--- config.mk ---
export PLATFORM = sky130hd
export DESIGN_NAME = radar_grid_gen
export DESIGN_NICKNAME = d
export VERILOG_FILES = /design/src/rtl/radar_grid_gen.sv
export SDC_FILE = /design/constraint.sdc
export NUM_CORES = 1
export LEC_CHECK = 0
export ABC_CLOCK_PERIOD_IN_PS = 6100
export CAP_MARGIN = 10
export CORE_UTILIZATION = 54
export DETAILED_ROUTE_END_ITERATION = 10
export MAX_ROUTING_LAYER = met4
export PLACE_DENSITY = 0.71
export SYNTH_ARGS = -nofsm -noshare
export SYNTH_HDL_FRONTEND = slang
export SYNTH_SLANG_ARGS = --single-unit
--- constraint.sdc ---
create_clock -name iVGA_CLK -period 6.1 [get_ports iVGA_CLK]
set_input_delay 1.525 -clock iVGA_CLK [delete_from_list [all_inputs] [get_ports iVGA_CLK]]
set_output_delay 1.525 -clock iVGA_CLK [all_outputs]
set_load 0.05 [all_outputs]
--- src/rtl/radar_grid_gen.sv ---
// radar_grid_gen: 3-stage radar-scope overlay (range rings, six bearing spokes, ping-pong sweep)
module radar_grid_gen #(
  parameter int BIT_WIDTH       = 10,
  parameter int H_ACTIVE        = 640,
  parameter int V_ACTIVE        = 480,
  parameter int CY_OFFSET       = 26,
  parameter int N_RINGS         = 4,
  parameter int RING_STEP       = 80,
  parameter int LINE_WIDTH      = 1,
  parameter int FRAMES_PER_STEP = 4
) (
  input  logic                 iVGA_CLK,
  input  logic                 iRST_n,
  input  logic [BIT_WIDTH-1:0] iVGA_X,
  input  logic [BIT_WIDTH-1:0] iVGA_Y,
  input  logic                 iValid,
  input  logic                 iFrameStart,
  input  logic                 iFull,
  input  logic [5:0]           iSpokeMask,
  input  logic                 iSweepEn,
  output logic                 oValid,
  output logic                 oGrid,
  output logic                 oSweep,
  output logic [2:0]           oSweepIdx
);
  localparam int CW   = BIT_WIDTH + 1;
  localparam int SW   = BIT_WIDTH + 6;
  localparam int SQW  = 2 * CW;
  localparam int D2W  = 2 * CW + 1;
  localparam int LW   = LINE_WIDTH;
  localparam int RMAX = N_RINGS * RING_STEP + LW;
  localparam int CNTW = FRAMES_PER_STEP > 1 ? $clog2(FRAMES_PER_STEP) : 1;
  localparam logic signed [CW-1:0] CX = CW'(H_ACTIVE / 2);
  localparam logic signed [CW-1:0] CY = CW'(V_ACTIVE - CY_OFFSET);
  localparam logic [D2W-1:0] RMAX2 = D2W'(RMAX * RMAX);

  typedef enum logic {UP, DOWN} state_t;

  state_t state, state_n;
  logic [2:0] idx_n;
  logic [CNTW-1:0] cnt, cnt_n;
  logic last;

  logic signed [CW-1:0] dx1, dy1;
  logic v1, full1, sen1;
  logic [5:0] mask1;
  logic [2:0] sidx1;

  logic signed [SW-1:0] dxe, dye, adx;
  logic signed [SQW-1:0] dxw, dyw;
  logic neg, up;
  logic [5:0] sp;

  logic [SQW-1:0] dxsq, dysq;
  logic v2, full2, neg2, sen2;
  logic [5:0] mask2, sp2;
  logic [2:0] sidx2;

  logic [D2W-1:0] d2;
  logic ring, in_r;

  // |k*a - d| <= t, evaluated wide enough that no intermediate can wrap
  function automatic logic near(input logic signed [SW-1:0] a, input logic signed [SW-1:0] d,
                                input int k, input int t);
    logic signed [SW-1:0] e;
    e = a * SW'(k) - d;
    return (e < 0 ? -e : e) <= SW'(t);
  endfunction

  // Sweep state, index and frame counter
  always_ff @(posedge iVGA_CLK or negedge iRST_n)
    if (!iRST_n) begin
      state     <= UP;
      oSweepIdx <= 3'd0;
      cnt       <= '0;
    end else begin
      state     <= state_n;
      oSweepIdx <= idx_n;
      cnt       <= cnt_n;
    end

  // Sweep stepping: ping-pong between spokes 0 and 5 every FRAMES_PER_STEP frames
  always_comb begin
    state_n = state;
    idx_n   = oSweepIdx;
    cnt_n   = cnt;
    last    = cnt == CNTW'(FRAMES_PER_STEP - 1);
    if (iFrameStart && iSweepEn) begin
      cnt_n = last ? '0 : cnt + 1'b1;
      if (last && state == UP) begin
        idx_n   = oSweepIdx == 3'd5 ? 3'd4 : oSweepIdx + 3'd1;
        state_n = oSweepIdx == 3'd5 ? DOWN : UP;
      end else if (last) begin
        idx_n   = oSweepIdx == 3'd0 ? 3'd1 : oSweepIdx - 3'd1;
        state_n = oSweepIdx == 3'd0 ? UP : DOWN;
      end
    end
  end

  // Stage 1: origin-relative offsets plus per-pixel controls
  always_ff @(posedge iVGA_CLK or negedge iRST_n)
    if (!iRST_n) begin
      dx1   <= '0;
      dy1   <= '0;
      v1    <= 1'b0;
      full1 <= 1'b0;
      mask1 <= '0;
      sidx1 <= '0;
      sen1  <= 1'b0;
    end else begin
      dx1   <= $signed({1'b0, iVGA_X}) - CX;
      dy1   <= CY - $signed({1'b0, iVGA_Y});
      v1    <= iValid;
      full1 <= iFull;
      mask1 <= iSpokeMask;
      sidx1 <= oSweepIdx;
      sen1  <= iSweepEn;
    end

  assign dxe = SW'(dx1);
  assign dye = SW'(dy1);
  assign dxw = SQW'(dx1);
  assign dyw = SQW'(dy1);
  assign neg = dx1[CW-1];
  assign up  = !dy1[CW-1];
  assign adx = neg ? -dxe : dxe;
  assign sp  = {up & ~neg & near(adx, dye, 1, LW),
                up & ~neg & near(adx, dye, 2, LW),
                up & ~neg & near(adx, dye, 6, 3 * LW),
                up &  neg & near(adx, dye, 6, 3 * LW),
                up &  neg & near(adx, dye, 2, LW),
                up &  neg & near(adx, dye, 1, LW)};

  // Stage 2: squares and angular spoke hits (range limit applied later)
  always_ff @(posedge iVGA_CLK or negedge iRST_n)
    if (!iRST_n) begin
      dxsq  <= '0;
      dysq  <= '0;
      v2    <= 1'b0;
      full2 <= 1'b0;
      neg2  <= 1'b0;
      mask2 <= '0;
      sp2   <= '0;
      sidx2 <= '0;
      sen2  <= 1'b0;
    end else begin
      dxsq  <= dxw * dxw;
      dysq  <= dyw * dyw;
      v2    <= v1;
      full2 <= full1;
      neg2  <= !up;
      mask2 <= mask1;
      sp2   <= sp;
      sidx2 <= sidx1;
      sen2  <= sen1;
    end

  assign d2   = D2W'(dxsq) + D2W'(dysq);
  assign in_r = d2 <= RMAX2;

  // Ring membership against constant squared radius bands
  always_comb begin
    ring = 1'b0;
    for (int i = 0; i < N_RINGS; i++)
      ring = ring | (d2 >= D2W'((RING_STEP * (i + 1) - LW) * (RING_STEP * (i + 1) - LW)) &&
                     d2 <= D2W'((RING_STEP * (i + 1) + LW) * (RING_STEP * (i + 1) + LW)));
  end

  // Stage 3: registered outputs, gated by the delayed valid
  always_ff @(posedge iVGA_CLK or negedge iRST_n)
    if (!iRST_n) begin
      oValid <= 1'b0;
      oGrid  <= 1'b0;
      oSweep <= 1'b0;
    end else begin
      oValid <= v2;
      oGrid  <= v2 & ((ring & (full2 | ~neg2)) | (|(sp2 & mask2) & in_r));
      oSweep <= v2 & sen2 & sp2[sidx2] & in_r;
    end
endmodule

==> results.py <==
metrics = {
    "synth": {
        "ys_ff_latch": 104,
        "synth_simple_gate_area_frac": 0.160,
        "synthesis.yosys.warnings": 0,
        "yosysTopAreaCell": "sky130_fd_sc_hd__fa_1",
        "seq_area_frac_synth": 0.153,
        "synth-edff-count": 0,
        "synth_adder_area_share": 0.385,
        "synth_area_mm2": 0.0170,
        "post_synth_num_cell_types": 92,
        "syn_area_per_cell_um2": 9.00,
        "synthDominantCellAreaShare": 0.252,
        "asyncSetResetFlopFracSynth": 1.00,
        "synth_compound_area_frac": 0.150,
        "top_reg_cell_synth": "sky130_fd_sc_hd__dfrtp_1",
        "syn_inst": 1886,
        "synth_xor_xnor_area_share": 0.0624,
        "synth.area.mux_share": 0.0111,
        "synth_top_family_by_area": "adder cells",
        "synthTopCellsByArea": "sky130_fd_sc_hd__fa_1 25%, sky130_fd_sc_hd__dfrtp_1 15%, sky130_fd_sc_hd__ha_1 13%, sky130_fd_sc_hd__inv_1 6.8%, sky130_fd_sc_hd__xnor2_1 4.7%",
    },
    "critical_path": {
        "rr_worst_depth": 26,
        "critical_path_peak_fanout": 6,
        "r2r_setup_slack_ps": 370,
        "critical-path-slowest-cell": "sky130_fd_sc_hd__dfrtp_1",
        "setup.worst_path.class": "reg2reg",
        "worstSetupEndpointType": "flip-flop",
        "reg2reg_from": "dx1[0]",
        "crit_required_ps": 6380,
        "capturing_point_of_the_worst_reg2reg_path": "sp2[3]",
        "worst_setup_path_endpoint": "sp2[3]",
        "critical_path.startpoint_type": "flip-flop",
        "timing.critical_path.from": "dx1[0]",
        "critPathArrivalTime_ps": 6010,
        "max_stage_delay_ps": 400,
    },
    "layout": {
        "layout_commonest_cell": "sky130_fd_sc_hd__inv_1",
        "layout-drive-gt1-share": 0.0632,
        "multi_input_combinational_cell_area_mm2": 0.0132,
        "diodes": 0,
        "commonest_non_fill_non_tap_cells_in_the_layout": "307 x sky130_fd_sc_hd__inv_1, 214 x sky130_fd_sc_hd__fa_1, 180 x sky130_fd_sc_hd__ha_1",
        "syn2layout_area_growth_pct": 8.87,
        "ff_latch_area_mm2": 0.00260,
        "finalNetCount": 2383,
        "fillerInstances": 2711,
    },
    "floorplanning": {
        "initial_standard_cell_utilization_of_the_core": 0.552,
        "rows": 64,
        "die_h_um": 179,
        "core_area_mm2": 0.0307,
        "floorplan.die_area_mm2": 0.0322,
        "die_w_um": 179,
        "floorplan.io_pins": 38,
    },
    "timing": {
        "clock.fmax_mhz": 175,
        "period_needed_ps": 5730,
        "final_min_period_over_clock_period": 0.939,
        "hold_viol": 0,
        "worst_pin_slew_ps": 753,
        "finalMaxSlewViolations": 0,
        "worst_hold_slack_ps": 351,
        "timing.slew.headroom": 0.485,
        "report.final.setup_viol": 0,
        "fin_skew_ps": 11.4,
        "rsz0062_at_grt": "false",
    },
    "flow_run": {
        "drv_cap": 0,
    },
    "grt": {
        "grtUsageTotal": 0.266,
        "antenna_violations_before_repair": 0,
        "globalRoute.totalOverflow": 0,
        "first_global_vias": 13272,
        "largest_net_degree_at_the_start_of_global_routing": 56,
        "wire_length_of_the_first_global_routing_pass_um": 65300,
    },
    "placed_design": {
        "routabilityCongestion": 0.909,
        "buffer_ports.inserted": 37,
        "dp_hpwl_um": 32800,
    },
    "clocking": {
        "cts_inserted_buffers": 9,
        "worst_skew_pair.late_latency_ps": 360,
        "htreeDepth": 3,
        "cts_tree": "built",
        "cts.hold.buffers_added": 0,
        "cts-root-to-sink-buffers": 2,
        "cts_root_buf": "sky130_fd_sc_hd__clkbuf_16",
        "clk_pin_slew_ps": 80,
        "clock-sinks": 104,
    },
    "min_path": {
        "min_path_type": "reg2reg",
        "min_delay_path_depth": 0,
    },
    "routing": {
        "finalWirelength_um": 39000,
        "vias_post_dr": 13432,
        "route.antenna.remaining_nets": 0,
        "wl_per_cell_um": 16.5,
        "viasPerCell": 5.70,
        "detailedRoute.firstPassIterationCount": 5,
        "drt-initial-drc-count": 662,
        "drc_errors": 0,
    },
    "status": {
        "run_status": "finished clean",
    },
}
## repair_timing
item,in CTS,in global routing
setup buffers,0,6
endpoints found under the setup margin,2,8
resized for setup,1,17
pin swaps,0,4
## registers in the layout (all words and copies together), names as in the netlist, 3 cells and up
name / count
mask2: 6
dysq: 21
dx1: 11
sp2: 6
dy1: 11
oSweepIdx: 3
mask1: 6
sidx1: 3
dxsq: 21
sidx2: 3
## through the flow
stage / setup slack [ps] / cells / cell area [um^2] / setup TNS (ps) / utilization
6_report: 372 / 2358 / 18500 / 0 / 0.601
5_1_grt: 1.20 / 2358 / 18500 / 0 / 0.601
4_1_cts: 14.8 / 2352 / 18400 / 0 / 0.598
3_5_place_dp: -83.7 / 2336 / 18100 / -136 / 0.588
3_3_place_gp: 69.0 / 2336 / 18100 / 0 / 0.588
2_1_floorplan: 485 / 1894 / 17000 / 0 / -
## Yosys cell counts, types with 28 or more instances
master / n
sky130_fd_sc_hd__and2_1: 44
sky130_fd_sc_hd__fa_1: 214
sky130_fd_sc_hd__xnor2_1: 92
sky130_fd_sc_hd__clkbuf_1: 30
sky130_fd_sc_hd__nor2_1: 142
sky130_fd_sc_hd__ha_1: 180
sky130_fd_sc_hd__dfrtp_1: 104
sky130_fd_sc_hd__nor3_1: 28
sky130_fd_sc_hd__nand2_1: 120
sky130_fd_sc_hd__o21ai_0: 69
sky130_fd_sc_hd__inv_1: 309
sky130_fd_sc_hd__nand3_1: 34
sky130_fd_sc_hd__a21oi_1: 86
sky130_fd_sc_hd__xor2_1: 29
## worst max-delay path: cells and delay by family (launching register included)
family | cells | cell delay, ps
AO/OA/AOI/OAI | 9 | 1620
AND/OR/NAND/NOR | 7 | 1520
adder cells (fa/ha/maj) | 4 | 1180
XOR/XNOR | 3 | 480
buffers and inverters | 3 | 460
flip-flops | 1 | 400
## kinds of logic (layout without fill, tap and decap cells)
logic type,after synthesis,in the layout
AOI/OAI and AO/OA,369,369
xor gates and xnor gates,121,121
adders and majority gates,394,394
buffers and inverters,351,419
DFF,104,104
muxes,17,17
other,1,9
and+or+nand+nor,529,529
## final cells by class
| class | count | area share |
|---|---|---|
| Inverter | 314 | 0.0638 |
| Clock buffer | 9 | 0.0122 |
| Sequential cell | 104 | 0.141 |
| Multi-Input combinational cell | 1439 | 0.712 |
| Clock inverter | 7 | 0.00379 |
| Tap cell | 396 | 0.0268 |
| Timing Repair Buffer | 89 | 0.0409 |
## routing by layer
| metal | track usage | vias to the layer above | wire [um] |
|---|---|---|---|
| li1 | - | 6465 | - |
| met1 | 0.347 | 6617 | 17400 |
| met2 | 0.449 | 308 | 19300 |
| met3 | 0.0322 | 42 | 1720 |
| met4 | 0.0487 | 0 | 641 |
| met5 | - | - | 0 |
## worst min path at each step
stage,startpoint,endpoint
floorplan,full1,full2
global placement,mask1[5],mask2[5]
detailed placement,full1,full2
CTS,full1,full2
global route,mask1[5],mask2[5]
finish,mask1[5],mask2[5]
Power is not shown: default switching activity piles up to over one toggle a cycle in this logic, so the estimate is an artifact.
